### src/rtl/alu_arbiter_if.sv
// Request/response/ALU bundle shared by the arbiter and its environment.
// slave = arbiter side; master = requesters, result consumer and the shared alu32.
interface alu_arbiter_if;
  logic        req0_valid;
  logic        req0_ready;
  logic [2:0]  req0_ctrl;
  logic [31:0] req0_a;
  logic [31:0] req0_b;
  logic        req1_valid;
  logic        req1_ready;
  logic [2:0]  req1_ctrl;
  logic [31:0] req1_a;
  logic [31:0] req1_b;
  logic        rsp_valid;
  logic        rsp_ready;
  logic        rsp_id;
  logic [31:0] rsp_res;
  logic        rsp_co;
  logic        rsp_overflow;
  logic        rsp_zero;
  logic [2:0]  alu_ctrl;
  logic [31:0] alu_a;
  logic [31:0] alu_b;
  logic [31:0] alu_res;
  logic        alu_co;
  logic        alu_overflow;
  logic        alu_zero;

  modport slave (
    input  req0_valid, req0_ctrl, req0_a, req0_b,
    input  req1_valid, req1_ctrl, req1_a, req1_b,
    input  rsp_ready,
    input  alu_res, alu_co, alu_overflow, alu_zero,
    output req0_ready, req1_ready,
    output rsp_valid, rsp_id, rsp_res, rsp_co, rsp_overflow, rsp_zero,
    output alu_ctrl, alu_a, alu_b
  );

  modport master (
    output req0_valid, req0_ctrl, req0_a, req0_b,
    output req1_valid, req1_ctrl, req1_a, req1_b,
    output rsp_ready,
    output alu_res, alu_co, alu_overflow, alu_zero,
    input  req0_ready, req1_ready,
    input  rsp_valid, rsp_id, rsp_res, rsp_co, rsp_overflow, rsp_zero,
    input  alu_ctrl, alu_a, alu_b
  );
endinterface

### src/rtl/alu_arbiter.sv
// Two-requester arbiter for one shared alu32: one operation in flight,
// registered operands toward the ALU, result/flags held until consumed.
module alu_arbiter #(
  parameter int unsigned PRIO_FIXED = 0
) (
  input logic          clk,
  input logic          rst,
  alu_arbiter_if.slave bus
);

  typedef enum logic [1:0] {
    IDLE = 2'd0,
    EXEC = 2'd1,
    RESP = 2'd2
  } state_t;

  state_t      r_state;
  state_t      w_state_nxt;
  logic        r_last;
  logic        w_grant;
  logic        w_ready0;
  logic        w_ready1;
  logic        w_accept;
  logic [2:0]  r_alu_ctrl;
  logic [31:0] r_alu_a;
  logic [31:0] r_alu_b;
  logic        r_rsp_id;
  logic [31:0] r_rsp_res;
  logic        r_rsp_co;
  logic        r_rsp_ov;
  logic        r_rsp_zero;

  // On contention round-robin favours whoever was not served last.
  always_comb begin
    w_grant = 1'b0;
    if (bus.req0_valid && bus.req1_valid)
      w_grant = (PRIO_FIXED != 0) ? 1'b0 : ~r_last;
    else if (bus.req1_valid)
      w_grant = 1'b1;
  end

  always_comb begin
    w_state_nxt = r_state;
    w_ready0    = 1'b0;
    w_ready1    = 1'b0;
    case (r_state)
      IDLE: begin
        w_ready0 = !rst && bus.req0_valid && !w_grant;
        w_ready1 = !rst && bus.req1_valid &&  w_grant;
        if (w_ready0 || w_ready1) w_state_nxt = EXEC;
      end
      EXEC:    w_state_nxt = RESP;
      RESP:    if (bus.rsp_ready) w_state_nxt = IDLE;
      default: w_state_nxt = IDLE;
    endcase
  end

  assign w_accept = w_ready0 | w_ready1;

  always_ff @(posedge clk or posedge rst) begin
    if (rst) r_state <= IDLE;
    else     r_state <= w_state_nxt;
  end

  always_ff @(posedge clk or posedge rst) begin
    if (rst) begin
      r_last     <= 1'b1;
      r_alu_ctrl <= '0;
      r_alu_a    <= '0;
      r_alu_b    <= '0;
      r_rsp_id   <= 1'b0;
      r_rsp_res  <= '0;
      r_rsp_co   <= 1'b0;
      r_rsp_ov   <= 1'b0;
      r_rsp_zero <= 1'b0;
    end else begin
      if (w_accept) begin
        r_last     <= w_grant;
        r_alu_ctrl <= w_grant ? bus.req1_ctrl : bus.req0_ctrl;
        r_alu_a    <= w_grant ? bus.req1_a    : bus.req0_a;
        r_alu_b    <= w_grant ? bus.req1_b    : bus.req0_b;
      end
      if (r_state == EXEC) begin
        r_rsp_id   <= r_last;
        r_rsp_res  <= bus.alu_res;
        r_rsp_co   <= bus.alu_co;
        r_rsp_ov   <= bus.alu_overflow;
        r_rsp_zero <= bus.alu_zero;
      end
    end
  end

  assign bus.req0_ready   = w_ready0;
  assign bus.req1_ready   = w_ready1;
  assign bus.rsp_valid    = (r_state == RESP);
  assign bus.rsp_id       = r_rsp_id;
  assign bus.rsp_res      = r_rsp_res;
  assign bus.rsp_co       = r_rsp_co;
  assign bus.rsp_overflow = r_rsp_ov;
  assign bus.rsp_zero     = r_rsp_zero;
  assign bus.alu_ctrl     = r_alu_ctrl;
  assign bus.alu_a        = r_alu_a;
  assign bus.alu_b        = r_alu_b;

endmodule
### src/flat_wrapper.sv
// flat-port wrapper written by rule: the top's interface ports become plain ports
module alu_arbiter_flat 
#(
  parameter int unsigned PRIO_FIXED = 0
)
  (clk, rst, bus_req0_valid, bus_req0_ctrl, bus_req0_a, bus_req0_b, bus_req1_valid, bus_req1_ctrl, bus_req1_a, bus_req1_b, bus_rsp_ready, bus_alu_res, bus_alu_co, bus_alu_overflow, bus_alu_zero, bus_req0_ready, bus_req1_ready, bus_rsp_valid, bus_rsp_id, bus_rsp_res, bus_rsp_co, bus_rsp_overflow, bus_rsp_zero, bus_alu_ctrl, bus_alu_a, bus_alu_b);
  alu_arbiter_if bus_i ();
  input logic clk;
  input logic rst;
  input wire logic [$bits(bus_i.req0_valid)-1:0] bus_req0_valid;
  input wire logic [$bits(bus_i.req0_ctrl)-1:0] bus_req0_ctrl;
  input wire logic [$bits(bus_i.req0_a)-1:0] bus_req0_a;
  input wire logic [$bits(bus_i.req0_b)-1:0] bus_req0_b;
  input wire logic [$bits(bus_i.req1_valid)-1:0] bus_req1_valid;
  input wire logic [$bits(bus_i.req1_ctrl)-1:0] bus_req1_ctrl;
  input wire logic [$bits(bus_i.req1_a)-1:0] bus_req1_a;
  input wire logic [$bits(bus_i.req1_b)-1:0] bus_req1_b;
  input wire logic [$bits(bus_i.rsp_ready)-1:0] bus_rsp_ready;
  input wire logic [$bits(bus_i.alu_res)-1:0] bus_alu_res;
  input wire logic [$bits(bus_i.alu_co)-1:0] bus_alu_co;
  input wire logic [$bits(bus_i.alu_overflow)-1:0] bus_alu_overflow;
  input wire logic [$bits(bus_i.alu_zero)-1:0] bus_alu_zero;
  output wire logic [$bits(bus_i.req0_ready)-1:0] bus_req0_ready;
  output wire logic [$bits(bus_i.req1_ready)-1:0] bus_req1_ready;
  output wire logic [$bits(bus_i.rsp_valid)-1:0] bus_rsp_valid;
  output wire logic [$bits(bus_i.rsp_id)-1:0] bus_rsp_id;
  output wire logic [$bits(bus_i.rsp_res)-1:0] bus_rsp_res;
  output wire logic [$bits(bus_i.rsp_co)-1:0] bus_rsp_co;
  output wire logic [$bits(bus_i.rsp_overflow)-1:0] bus_rsp_overflow;
  output wire logic [$bits(bus_i.rsp_zero)-1:0] bus_rsp_zero;
  output wire logic [$bits(bus_i.alu_ctrl)-1:0] bus_alu_ctrl;
  output wire logic [$bits(bus_i.alu_a)-1:0] bus_alu_a;
  output wire logic [$bits(bus_i.alu_b)-1:0] bus_alu_b;
  assign bus_i.req0_valid = bus_req0_valid;
  assign bus_i.req0_ctrl = bus_req0_ctrl;
  assign bus_i.req0_a = bus_req0_a;
  assign bus_i.req0_b = bus_req0_b;
  assign bus_i.req1_valid = bus_req1_valid;
  assign bus_i.req1_ctrl = bus_req1_ctrl;
  assign bus_i.req1_a = bus_req1_a;
  assign bus_i.req1_b = bus_req1_b;
  assign bus_i.rsp_ready = bus_rsp_ready;
  assign bus_i.alu_res = bus_alu_res;
  assign bus_i.alu_co = bus_alu_co;
  assign bus_i.alu_overflow = bus_alu_overflow;
  assign bus_i.alu_zero = bus_alu_zero;
  assign bus_req0_ready = bus_i.req0_ready;
  assign bus_req1_ready = bus_i.req1_ready;
  assign bus_rsp_valid = bus_i.rsp_valid;
  assign bus_rsp_id = bus_i.rsp_id;
  assign bus_rsp_res = bus_i.rsp_res;
  assign bus_rsp_co = bus_i.rsp_co;
  assign bus_rsp_overflow = bus_i.rsp_overflow;
  assign bus_rsp_zero = bus_i.rsp_zero;
  assign bus_alu_ctrl = bus_i.alu_ctrl;
  assign bus_alu_a = bus_i.alu_a;
  assign bus_alu_b = bus_i.alu_b;
  alu_arbiter #(.PRIO_FIXED(PRIO_FIXED)) u_core (.clk(clk), .rst(rst), .bus(bus_i));
endmodule
### config.mk
export PLATFORM = sky130hd
export DESIGN_NAME = alu_arbiter_flat
export DESIGN_NICKNAME = d
export VERILOG_FILES = /design/src/rtl/alu_arbiter_if.sv /design/src/rtl/alu_arbiter.sv /design/src/flat_wrapper.sv
export SDC_FILE = /design/constraint.sdc
export NUM_CORES = 1
export LEC_CHECK = 0
export BUFFER_PORTS_ARGS = -buffer_cell sky130_fd_sc_hd__buf_4
export CAP_MARGIN = 25
export CORE_AREA = 2 2 109 111
export DETAILED_ROUTE_END_ITERATION = 10
export DIE_AREA = 0 0 111 113
export GPL_TIMING_DRIVEN = 0
export PLACE_DENSITY = 0.85
export RECOVER_POWER = 100
export SLEW_MARGIN = 5
export SYNTH_ARGS = -nofsm -noshare
export SYNTH_HDL_FRONTEND = slang
export SYNTH_SLANG_ARGS = --single-unit
### constraint.sdc
create_clock -name clk -period 9.1 [get_ports clk]
set_clock_uncertainty 0.05 [all_clocks]
set_input_delay 0.91 -clock clk [delete_from_list [all_inputs] [get_ports clk]]
set_output_delay 0.91 -clock clk [all_outputs]
set_load 0.03 [all_outputs]
# After elaboration in Yosys (flattened, before gate mapping)
# Index checks and enable logic that the tools add are counted.
# word_totals
regBits	106
# op_classes
bitwise	2
eq_ne	4
mux	10
n_reduce_logical	10
# op_table
operator	count
$mux W32	2
$pmux W2 S3	1
$logic_and A1 B1 Y1	5
$mux W1	4
$mux W2	2
$mux W3	1
$eq A2 B1 Y1 const B	1
$eq A2 B2 Y1 const B	1
$logic_not A1 Y1	2
$logic_not A2 Y1	1
$ne A2 B1 Y1 const B	1
$ne A2 B2 Y1 const B	1
$reduce_and A2 Y1	1
$logic_or A1 B1 Y1	1
$not A1 Y1	1
$or A1 B1 Y1	1

# Depth between registers and ports, before layout
# Gate-level depths: netlist (run 1).
# depth
word_depth	7
ltp_mapped	6
ltp_nobuf	3

# Least setup slack after synthesis (run 1)
# OpenSTA, ideal clock, no wires.
# synth_path
path_type	input -> output
start	in bus_req1_valid
end	out bus_req1_ready
stages	5
t_arrival_ns	2.442
path_slack_ns	5.698
t_required_ns	8.140
cell_sequence	a21bo_1 > buf_2 > buf_2 > buf_2 > nor4_1
# synth_via
elab_chain_cells	4
# synth_lines
element	line_no	text
start, declared	flat_wrapper.sv:14	input wire logic [$bits(bus_i.req1_valid)-1:0] bus_req1_valid;
$mux W1 or $logic_and A1 B1 Y1 (tied branches)	alu_arbiter.sv:38, alu_arbiter.sv:36	
$mux W1	alu_arbiter.sv:36	if (bus.req0_valid && bus.req1_valid)
$logic_and A1 B1 Y1 (*)	alu_arbiter.sv:49	w_ready1 = !rst && bus.req1_valid && w_grant;
$mux W1 (*)	alu_arbiter.sv:46	case (r_state)
end, declared	flat_wrapper.sv:24	output wire logic [$bits(bus_i.req1_ready)-1:0] bus_req1_ready;
# Every way passes the cells marked *; elsewhere a longest branch is shown, timed or not.

==> flow_metrics.env, run 1 <==
export IMPL_status="finished with violations"
export IMPL_violations="max-capacitance violations, max-slew violations"
export IMPL_fp_dieW_um=111
export IMPL_met3_usage_pct=6.909
export IMPL_synthSimpleGateAreaFrac_pct=1.051
export IMPL_ir_drop_mv=0.1909
export IMPL_p_comb_share_pct=47.3
export IMPL_dp_slack_ps=5867
export IMPL_synth_cells=331
export IMPL_path_buf_inv=3
export IMPL_grt_setup_unrepaired="false"
export IMPL_top_usage_layer="met2"
export IMPL_ys_ff_latch=106
export IMPL_grt_overflow=0
export IMPL_initial_core_util_pct=41.20
export IMPL_startpoint_type="input pin"
export IMPL_synth_fa_ha_area_share_pct=0
export IMPL_grt_pass1_wl_um=24010
export IMPL_vias=4244
export IMPL_clk_latency_ps=330
export IMPL_cts_tree="yes"
export IMPL_cp_common_cell="clkbuf_1"
export IMPL_grt_usage_pct=24.07
export IMPL_yosys_warnings=0
export IMPL_cts_root_buf="clkbuf_16"
export IMPL_fin_nets=796
export IMPL_drt_iter0_drc=208
export IMPL_path_cells="clkbuf_1, clkinvlp_2, clkbuf_1"
export IMPL_core_mm2=0.01127
export IMPL_synth_edf_count=0
export IMPL_die_y_um=113
export IMPL_maxCapViolations=2
export IMPL_ys_top_cells_by_area="dfrtp_1, o32ai_1, a2bb2oi_1, mux2_1, a2bb2oi_2"
export IMPL_synth_most_common_cell="dfrtp_1"
export IMPL_fp_row_count=39
export IMPL_synthArstFlopShare_pct=100.0
export IMPL_clkPwrFrac_pct=17.5
export IMPL_ys_seq_area_share_pct=57.14
export IMPL_synth_top_area_cell="dfrtp_1"
export IMPL_p_int_w=0.001287
export IMPL_seqPwrFrac_pct=35.3
export IMPL_synthXorXnorAreaFrac_pct=0
export IMPL_cts_buffer_depth=2
export IMPL_cp_arrival_ps=4530
export IMPL_synth_compound_area_share_pct=28.69
export IMPL_setup_ws_ps=4309
export IMPL_crit_type="in -> async"
export IMPL_final_layout_size_suffix_gt1_share_pct=32.54
export IMPL_critPathMaxFanout=56
export IMPL_met1_usage_pct=29.24
export IMPL_powerDensity_mw_per_mm2=350.2
export IMPL_syn_cell_area_mm2=0.004644
export IMPL_cts_setup_buffers=0
export IMPL_routed_wl_um=15080
export IMPL_timing_fmax_ghz=0.2087
export IMPL_synthDistinctLibCells=23
export IMPL_hold_viol=0
export IMPL_ios=280
export IMPL_antenna_found_initial=0
export IMPL_syn_to_final_growth_pct=44.53
export IMPL_diodes=0
export IMPL_yosysTopAreaCellShare_pct=56.57
export IMPL_ctsHoldBuffers=0
export IMPL_drt_pass1_iter_count=4
export IMPL_timing_final_crit_period_ps=4791
export IMPL_slowest_stage="clkbuf_1"
export IMPL_clkSlewWorstSetupHoldPaths_ps=70
export IMPL_power_switching_w=0.001063
export IMPL_cp_slowest_stage_delay_ps=2190
export IMPL_rrSetupSlack_ps=6240
export IMPL_setup_viol=0
export IMPL_switching_share_pct=45.24
export IMPL_vias_per_cell=5.512
export IMPL_cts_buffers_inserted=9
export IMPL_ctsHtreeMaxLevel=3
export IMPL_cp_top_family="buffers and inverters"
export IMPL_syn_area_per_cell_um2=14.03
export IMPL_yosys_top_cells_count="dfrtp_1, o32ai_1, a2bb2oi_1"
export IMPL_tightest_slew_ps=2988
export IMPL_multi_input_area_mm2=0.001682
export IMPL_fill_cells=1021
export IMPL_antenna_left=0
export IMPL_fin_crit_sh_pct=52.65
export IMPL_slew_violations=109
export IMPL_grt_max_degree=57
export IMPL_final_setup_tns_ps=0
export IMPL_port_buffers=279
export IMPL_die_area_mm2=0.01254
export IMPL_use_met2_pct=41.27
export IMPL_wire_per_inst_um=19.59
export IMPL_cp_end_kind="asynchronous set/reset pin"
export IMPL_gp_congestion=0.8790
export IMPL_synthMuxAreaShare_pct=8.728
export IMPL_ys_flop_type="dfrtp_1"
export IMPL_slew_headroom_pct=-99.19
export IMPL_hpwl_um=11670
export IMPL_cts_sinks=106
export IMPL_p_leak_nw=2.837
export IMPL_seq_area_mm2=0.002654
export IMPL_cts_resized=0
export IMPL_worst_ep_required_time_ps=8840
export IMPL_grt_pass1_vias=4572
export IMPL_synth_fp_nets=505
export IMPL_synth_top_family_by_area="compound AO/OA/AOI/OAI gates"
export IMPL_hold_class="reg -> reg"
export IMPL_drc=0
==> flip-flops by register name, indices dropped and copies added (netlist names) <==
register and count:
u_core.bus.alu_ctrl 3, u_core.bus.rsp_res 32, u_core.bus.rsp_co 1, u_core.bus.rsp_id 1
u_core.bus.rsp_overflow 1, u_core.r_last 1, u_core.bus.alu_a 32, u_core.bus.rsp_zero 1
u_core.r_state 2, u_core.bus.alu_b 32
==> area by class of cell <==
| class | count | share of cell area [%] |
|---|---|---|
| repair buffers | 280 | 25.27 |
| plain buffers | 41 | 2.442 |
| multi-input cells | 181 | 25.05 |
| flip-flops and latches | 106 | 39.53 |
| clock inverters | 3 | 0.6710 |
| inverters | 3 | 0.1864 |
| clock buffers | 13 | 4.175 |
| well taps | 143 | 2.665 |
==> logic make-up after synthesis <==
kind of cell | Yosys count
multiplexers | 36
AND/OR/NAND/NOR | 6
buffers and inverters | 44
AO/OA/AOI/OAI | 139
flip-flops | 106
==> path summary, 6_finish.rpt <==
kind,cells after the start,start,endpoint
max,3,rst,u_core.bus.alu_b[28]
min,1,u_core.bus.rsp_res[20],u_core.bus.rsp_res[20]
max reg2reg,5,u_core.r_state[1],u_core.bus.alu_a[27]
min reg2reg,1,u_core.bus.rsp_res[20],u_core.bus.rsp_res[20]
max in group clk,5,rst,bus_req0_ready
min in group asynchronous,2,rst,u_core.bus.rsp_id
==> worst register-to-register path, delay by kind of cell, from the launching register on <==
family	cells	cell delay, ps
compound gates	2	610
buf+inv	2	910
flops	1	400
simple gates	1	820
==> layer usage <==
metal / vias up / routed length [um]
li1: 1932 / -
met1: 2099 / 6031
met2: 188 / 7735
met3: 25 / 1003
met4: 0 / 312
met5: - / 0
==> power groups by stage <==
stage          Sequential, W  Clock [W]  Combinational, W
2_1_floorplan        0.00126          0          0.000369
3_3_place_gp        0.000831          0           0.00131
3_5_place_dp        0.000845          0           0.00134
4_1_cts             0.000841   0.000420           0.00134
5_1_grt             0.000857   0.000441           0.00118
6_report            0.000829   0.000411           0.00111
==> stage by stage <==
stage                     cell area (um2)  instances  total power [W]  util [%]  hold slack [ps]
after global routing                 6713        770         0.002475     59.55            456.0
final                                6713        770         0.002351     59.55            441.7
after floorplan                      4644        331         0.001629         -            465.8
after CTS                            7273        770         0.002601     64.52            448.0
after detailed placement             6948        754         0.002183     61.64            432.2
after global placement               6918        753         0.002139     61.37            425.6
==> layout by cell type, fill, tap and decap left out <==
cell type,netlist,routed
nor4_1,1,1
a2bb2oi_1,47,62
o21a_1,1,1
buf_1,1,1
o32ai_1,67,67
a31oi_1,1,1
buf_4,1,172
mux2_1,36,36
dfstp_2,1,1
a2bb2oi_2,20,5
clkinvlp_4,0,2
clkbuf_8,0,4
nor3_1,0,1
nor3b_1,1,1
inv_2,1,1
dfrtp_1,105,105
clkinvlp_2,0,1
clkbuf_16,0,9
a21bo_1,1,1
nor2b_1,1,1
nand2b_1,2,2
a21oi_1,1,1
bufinv_16,0,1
o21ai_1,1,1
clkbuf_1,21,140
inv_1,2,1
buf_2,16,8
Power figures use the tool's default switching activity.
==> inputs of run 2 (changes only) <==
- CORE_AREA: 2 2 109 111 -> not set
- CORE_ASPECT_RATIO: not set -> 0.9
- CORE_MARGIN: not set -> 1
- CORE_UTILIZATION: not set -> 39
- DIE_AREA: 0 0 111 113 -> not set
- clock period: 9.1 -> 4.2 ns (I/O delays scaled with it)
==> flow_metrics.env, run 2 (synthesis gave the netlist of run 1 again) <==
export IMPL_clkSlewWorstSetupHoldPaths_ps=70
export IMPL_core_mm2=0.01153
export IMPL_fin_crit_sh_pct=72.73
export IMPL_cp_arrival_ps=2580
export IMPL_final_layout_size_suffix_gt1_share_pct=32.85
export IMPL_holdWs_ps=206.0
export IMPL_port_buffers=279
export IMPL_cts_setup_buffers=0
export IMPL_hold_depth=2
export IMPL_antenna_left=0
export IMPL_drt_iter0_drc=191
export IMPL_cp_startpoint="u_core.r_state[1]"
export IMPL_cp_slowest_stage_delay_ps=810
export IMPL_r2r_cells=5
export IMPL_wire_per_inst_um=18.68
export IMPL_cts_buffers_inserted=9
export IMPL_met3_usage_pct=4.658
export IMPL_cp_end_kind="primary output"
export IMPL_tightest_slew_ps=1954
export IMPL_use_met2_pct=41.93
export IMPL_drt_pass1_iter_count=4
export IMPL_met1_usage_pct=29.53
export IMPL_cts_resized=0
export IMPL_die_y_um=105.5
export IMPL_syn_to_final_growth_pct=44.91
export IMPL_grt_pass1_wl_um=22590
export IMPL_critPathCapture="bus_req0_ready"
export IMPL_slew_violations=42
export IMPL_vias_per_cell=5.427
export IMPL_slowest_stage="nor3_1"
export IMPL_path_cells="nor3_1, clkbuf_1, nor3b_1, clkbuf_1"
export IMPL_grt_setup_unrepaired="false"
export IMPL_hold_viol=0
export IMPL_hold_class="in -> reg"
export IMPL_violations="max-capacitance violations, max-slew violations"
export IMPL_ios=280
export IMPL_die_area_mm2=0.01235
export IMPL_path_depth=4
export IMPL_layout_commonest_cell="buf_4"
export IMPL_crit_type="reg -> out"
export IMPL_multi_input_area_mm2=0.001688
export IMPL_ctsHtreeMaxLevel=3
export IMPL_fin_nets=796
export IMPL_path_buf_inv=2
export IMPL_cts_root_buf="clkbuf_16"
export IMPL_ir_drop_mv=0.3329
export IMPL_worstReg2RegStart="u_core.r_state[1]"
export IMPL_timing_fmax_ghz=0.3274
export IMPL_critPathMaxFanout=10
export IMPL_setup_viol=0
export IMPL_gp_congestion=0.7896
export IMPL_fill_cells=1067
export IMPL_regToRegEndpoint="u_core.bus.alu_a[23]"
export IMPL_status="finished with violations"
export IMPL_fp_row_count=37
export IMPL_initial_core_util_pct=40.29
export IMPL_diodes=0
export IMPL_maxCapViolations=1
export IMPL_p_leak_nw=2.837
export IMPL_grt_max_degree=66
export IMPL_final_cell_mix="buf_4, clkbuf_1, dfrtp_1, o32ai_1, a2bb2oi_1"
export IMPL_seq_area_mm2=0.002654
export IMPL_cts_buffer_depth=2
export IMPL_startpoint_type="register"
export IMPL_timing_final_crit_period_ps=3055
export IMPL_grt_pass1_vias=4350
export IMPL_fin_total_pwr_w=0.005032
export IMPL_fp_dieW_um=117.0
export IMPL_cts_tree="yes"
export IMPL_rrSetupSlack_ps=1440
export IMPL_grt_usage_pct=23.80
export IMPL_routed_wl_um=14630
export IMPL_grt_overflow=0
export IMPL_drc=0
export IMPL_antenna_found_initial=0
export IMPL_slew_headroom_pct=-31.01
export IMPL_cp_common_cell="clkbuf_1"
export IMPL_clk_latency_ps=330
export IMPL_ctsHoldBuffers=0
export IMPL_hpwl_um=11410
export IMPL_worst_ep_required_time_ps=3730
export IMPL_cts_sinks=106
export IMPL_top_usage_layer="met2"
export IMPL_cp_top_family="simple AND/OR/NAND/NOR gates"
export IMPL_powerDensity_mw_per_mm2=747.7
export IMPL_vias=4249
run 2: changes by cell type in the layout (fill, tap and decap cells not counted):
cell	delta
clkbuf_8	-4
buf_2	-1
bufinv_16	-1
clkinv_4	+1
a2bb2oi_1	-1
buf_4	+1
buf_16	+1
a2bb2oi_2	+1
clkbuf_1	-1
inv_8	+4
run 2: worst min-delay path by stage:
stage | slack [ps] | endpoint | start
after floorplan | 440 | u_core.r_last | bus_req0_valid
after global placement | 430 | u_core.bus.rsp_res[3] | u_core.bus.rsp_res[3]
after CTS | 120 | u_core.bus.alu_a[25] | rst
final | 210 | u_core.r_state[1] | bus_rsp_ready
after detailed placement | 430 | u_core.bus.rsp_res[5] | u_core.bus.rsp_res[5]
after global routing | 200 | u_core.r_state[1] | bus_rsp_ready
run 2: cell type report:
| cell class | instances | share of cell area (%) |
|---|---|---|
| sequential | 106 | 39.43 |
| timing repair buffer | 280 | 25.62 |
| multi-input combinational | 181 | 25.08 |
| clock buffer | 9 | 3.346 |
| tap | 156 | 2.900 |
| buffer | 41 | 2.417 |
| clock inverter | 7 | 1.022 |
| inverter | 3 | 0.1859 |
run 2: per-stage QoR:
step	worst slack, ps	TNS, ps	cell area, um2	std cells	util, %
floorplan	942.8	0	4644	331	-
global placement	-231.8	-23860	6934	766	60.15
detailed placement	1946	0	6964	767	60.41
CTS	1630	0	7258	783	62.97
global route	910.5	0	6730	783	58.38
finish	1145	0	6730	783	58.38
run 2: metal layers:
layer,share of wire [%],vias up
met3,6.3,16
li1,-,1937
met5,0,-
met2,52,188
met4,1.4,0
met1,40,2108
run 2: report_power, final:
group	total [W]	leakage, nW	internal (W)	switching, W
logic	0.00240	1.52	0.000762	0.00164
registers	0.00179	1.18	0.00150	0.000288
clock network	0.000842	0.140	0.000421	0.000421
==> inputs of run 3 (changes only) <==
- clock period: 4.2 -> 2.7 ns (I/O delays scaled with it)
==> flow_metrics.env, run 3 (synthesis gave the netlist of run 1 again) <==
export IMPL_status="finished, final reports clean"
export IMPL_setup_viol=0
export IMPL_vias_per_cell=5.434
export IMPL_holdWs_ps=61.56
export IMPL_final_core_util_pct=58.83
export IMPL_drt_iter0_drc=166
export IMPL_worstHoldStart="bus_rsp_ready"
export IMPL_wire_per_inst_um=19.09
export IMPL_crit_type="in -> out"
export IMPL_cp_arrival_ps=2100
export IMPL_tightest_slew_ps=1016
export IMPL_fp_dieW_um=117.0
export IMPL_hold_viol=0
export IMPL_critPathMaxFanout=10
export IMPL_timing_final_crit_period_ps=2423
export IMPL_slew_violations=0
export IMPL_startpoint_type="input pin"
export IMPL_cts_buffers_inserted=9
export IMPL_grt_setup_unrepaired="false"
export IMPL_grt_usage_pct=24.12
export IMPL_top_usage_layer="met2"
export IMPL_diodes=0
export IMPL_final_layout_size_suffix_gt1_share_pct=33.33
export IMPL_vias=4271
export IMPL_layout_commonest_cell="buf_4"
export IMPL_cp_end_kind="primary output"
export IMPL_cts_tree="yes"
export IMPL_cp_slowest_stage_delay_ps=560
export IMPL_initial_core_util_pct=40.29
export IMPL_maxCapViolations=0
export IMPL_cts_setup_buffers=0
export IMPL_syn_to_final_growth_pct=46.01
export IMPL_powerDensity_mw_per_mm2=1172
export IMPL_cts_root_buf="clkbuf_16"
export IMPL_final_setup_tns_ps=0
export IMPL_regToRegEndpoint="u_core.bus.alu_b[4]"
export IMPL_cts_sinks=106
export IMPL_grt_pass1_vias=4358
export IMPL_rrSetupSlack_ps=510
export IMPL_core_mm2=0.01153
export IMPL_clk_latency_ps=340
export IMPL_hpwl_um=11640
export IMPL_final_cell_mix="buf_4, clkbuf_1, dfrtp_1, o32ai_1, a2bb2oi_1"
export IMPL_grt_max_degree=42
export IMPL_cts_buffer_depth=2
export IMPL_drc=0
export IMPL_use_met2_pct=41.93
export IMPL_grt_overflow=0
export IMPL_path_cells="dlygate4sd3_1, clkbuf_1, nor3_4, clkbuf_2, nor3b_1, buf_4"
export IMPL_cp_top_family="buffers and inverters"
export IMPL_clkSlewWorstSetupHoldPaths_ps=70
export IMPL_timing_fmax_ghz=0.4126
export IMPL_path_depth=6
export IMPL_ctsHtreeMaxLevel=3
export IMPL_fin_crit_sh_pct=89.76
export IMPL_antenna_found_initial=0
export IMPL_path_buf_inv=4
export IMPL_ios=280
export IMPL_grt_pass1_wl_um=22680
export IMPL_p_leak_nw=2.885
export IMPL_met3_usage_pct=4.888
export IMPL_ir_drop_mv=0.5501
export IMPL_r2r_cells=5
export IMPL_die_area_mm2=0.01235
export IMPL_routed_wl_um=15010
export IMPL_gp_congestion=0.8127
export IMPL_drt_pass1_iter_count=4
export IMPL_worstReg2RegStart="u_core.r_state[1]"
export IMPL_cp_startpoint="rst"
export IMPL_die_y_um=105.5
export IMPL_fp_row_count=37
export IMPL_worst_ep_required_time_ps=2380
export IMPL_fin_nets=799
export IMPL_slew_headroom_pct=32.28
export IMPL_critPathCapture="bus_req0_ready"
export IMPL_antenna_left=0
export IMPL_met1_usage_pct=29.32
export IMPL_slowest_stage="dlygate4sd3_1"
export IMPL_hold_class="in -> reg"
export IMPL_port_buffers=279
-- run 3: changes by cell type in the layout (fill, tap and decap cells not counted), moves of 2 or more --
| cell | change |
|---|---|
| clkbuf_2 | +4 |
| clkinvlp_4 | -2 |
| a2bb2oi_2 | -4 |
| clkbuf_1 | -5 |
| a2bb2oi_1 | +4 |
| inv_6 | +2 |
| inv_8 | -4 |
| bufinv_16 | +2 |
| buf_6 | +2 |
-- run 3: worst min path at each step --
| stage | to | depth (start not counted) |
|---|---|---|
| 3_3_place_gp | u_core.r_last | 2 |
| 2_1_floorplan | u_core.r_last | 1 |
| 3_5_place_dp | u_core.bus.rsp_id | 2 |
| 6_report | u_core.r_state[1] | 2 |
| 4_1_cts | u_core.r_state[1] | 2 |
| 5_1_grt | u_core.r_last | 2 |
-- run 3: through the flow --
step                      cell area [um2]  worst slack, ps  instances  power [W]
after CTS                            7341            120.5        786   0.008778
after global placement               6938            469.2        766   0.007204
final                                6782            276.5        786   0.007946
after detailed placement             7005            669.4        769   0.007343
after floorplan                      4648            506.3        331   0.005491
after global routing                 6782            71.70        786   0.008321
-- run 3: timing repair --
action	CTS	global route
endpoints found under the setup margin	0	1
hold buffers	1	0
gates resized for setup	0	2
endpoints found under the hold margin	17	0
-- run 3: per-layer routing --
metal / vias up / wire length [um]
met5: - / 0
met4: 0 / 276
met3: 23 / 973
met1: 2119 / 6067
li1: 1939 / -
met2: 190 / 7689
-- run 3: area by class of cell --
class                           instances  area [um2]
Buffer                                 41       180.2
Clock buffer                            9       225.2
Clock inverter                          7       100.1
Fill cell                            1055        4746
Inverter                                3       12.51
Multi-Input combinational cell        181        1674
Sequential cell                       106        2654
Tap cell                              156       195.2
Timing Repair Buffer                  283        1740
-- run 3: power breakdown --
part           leakage [nW]  internal, W  switching, W
clock                 0.160     0.000822      0.000597
sequential             1.18      0.00234      0.000443
combinational          1.55      0.00118       0.00256
total                  2.88      0.00434       0.00360
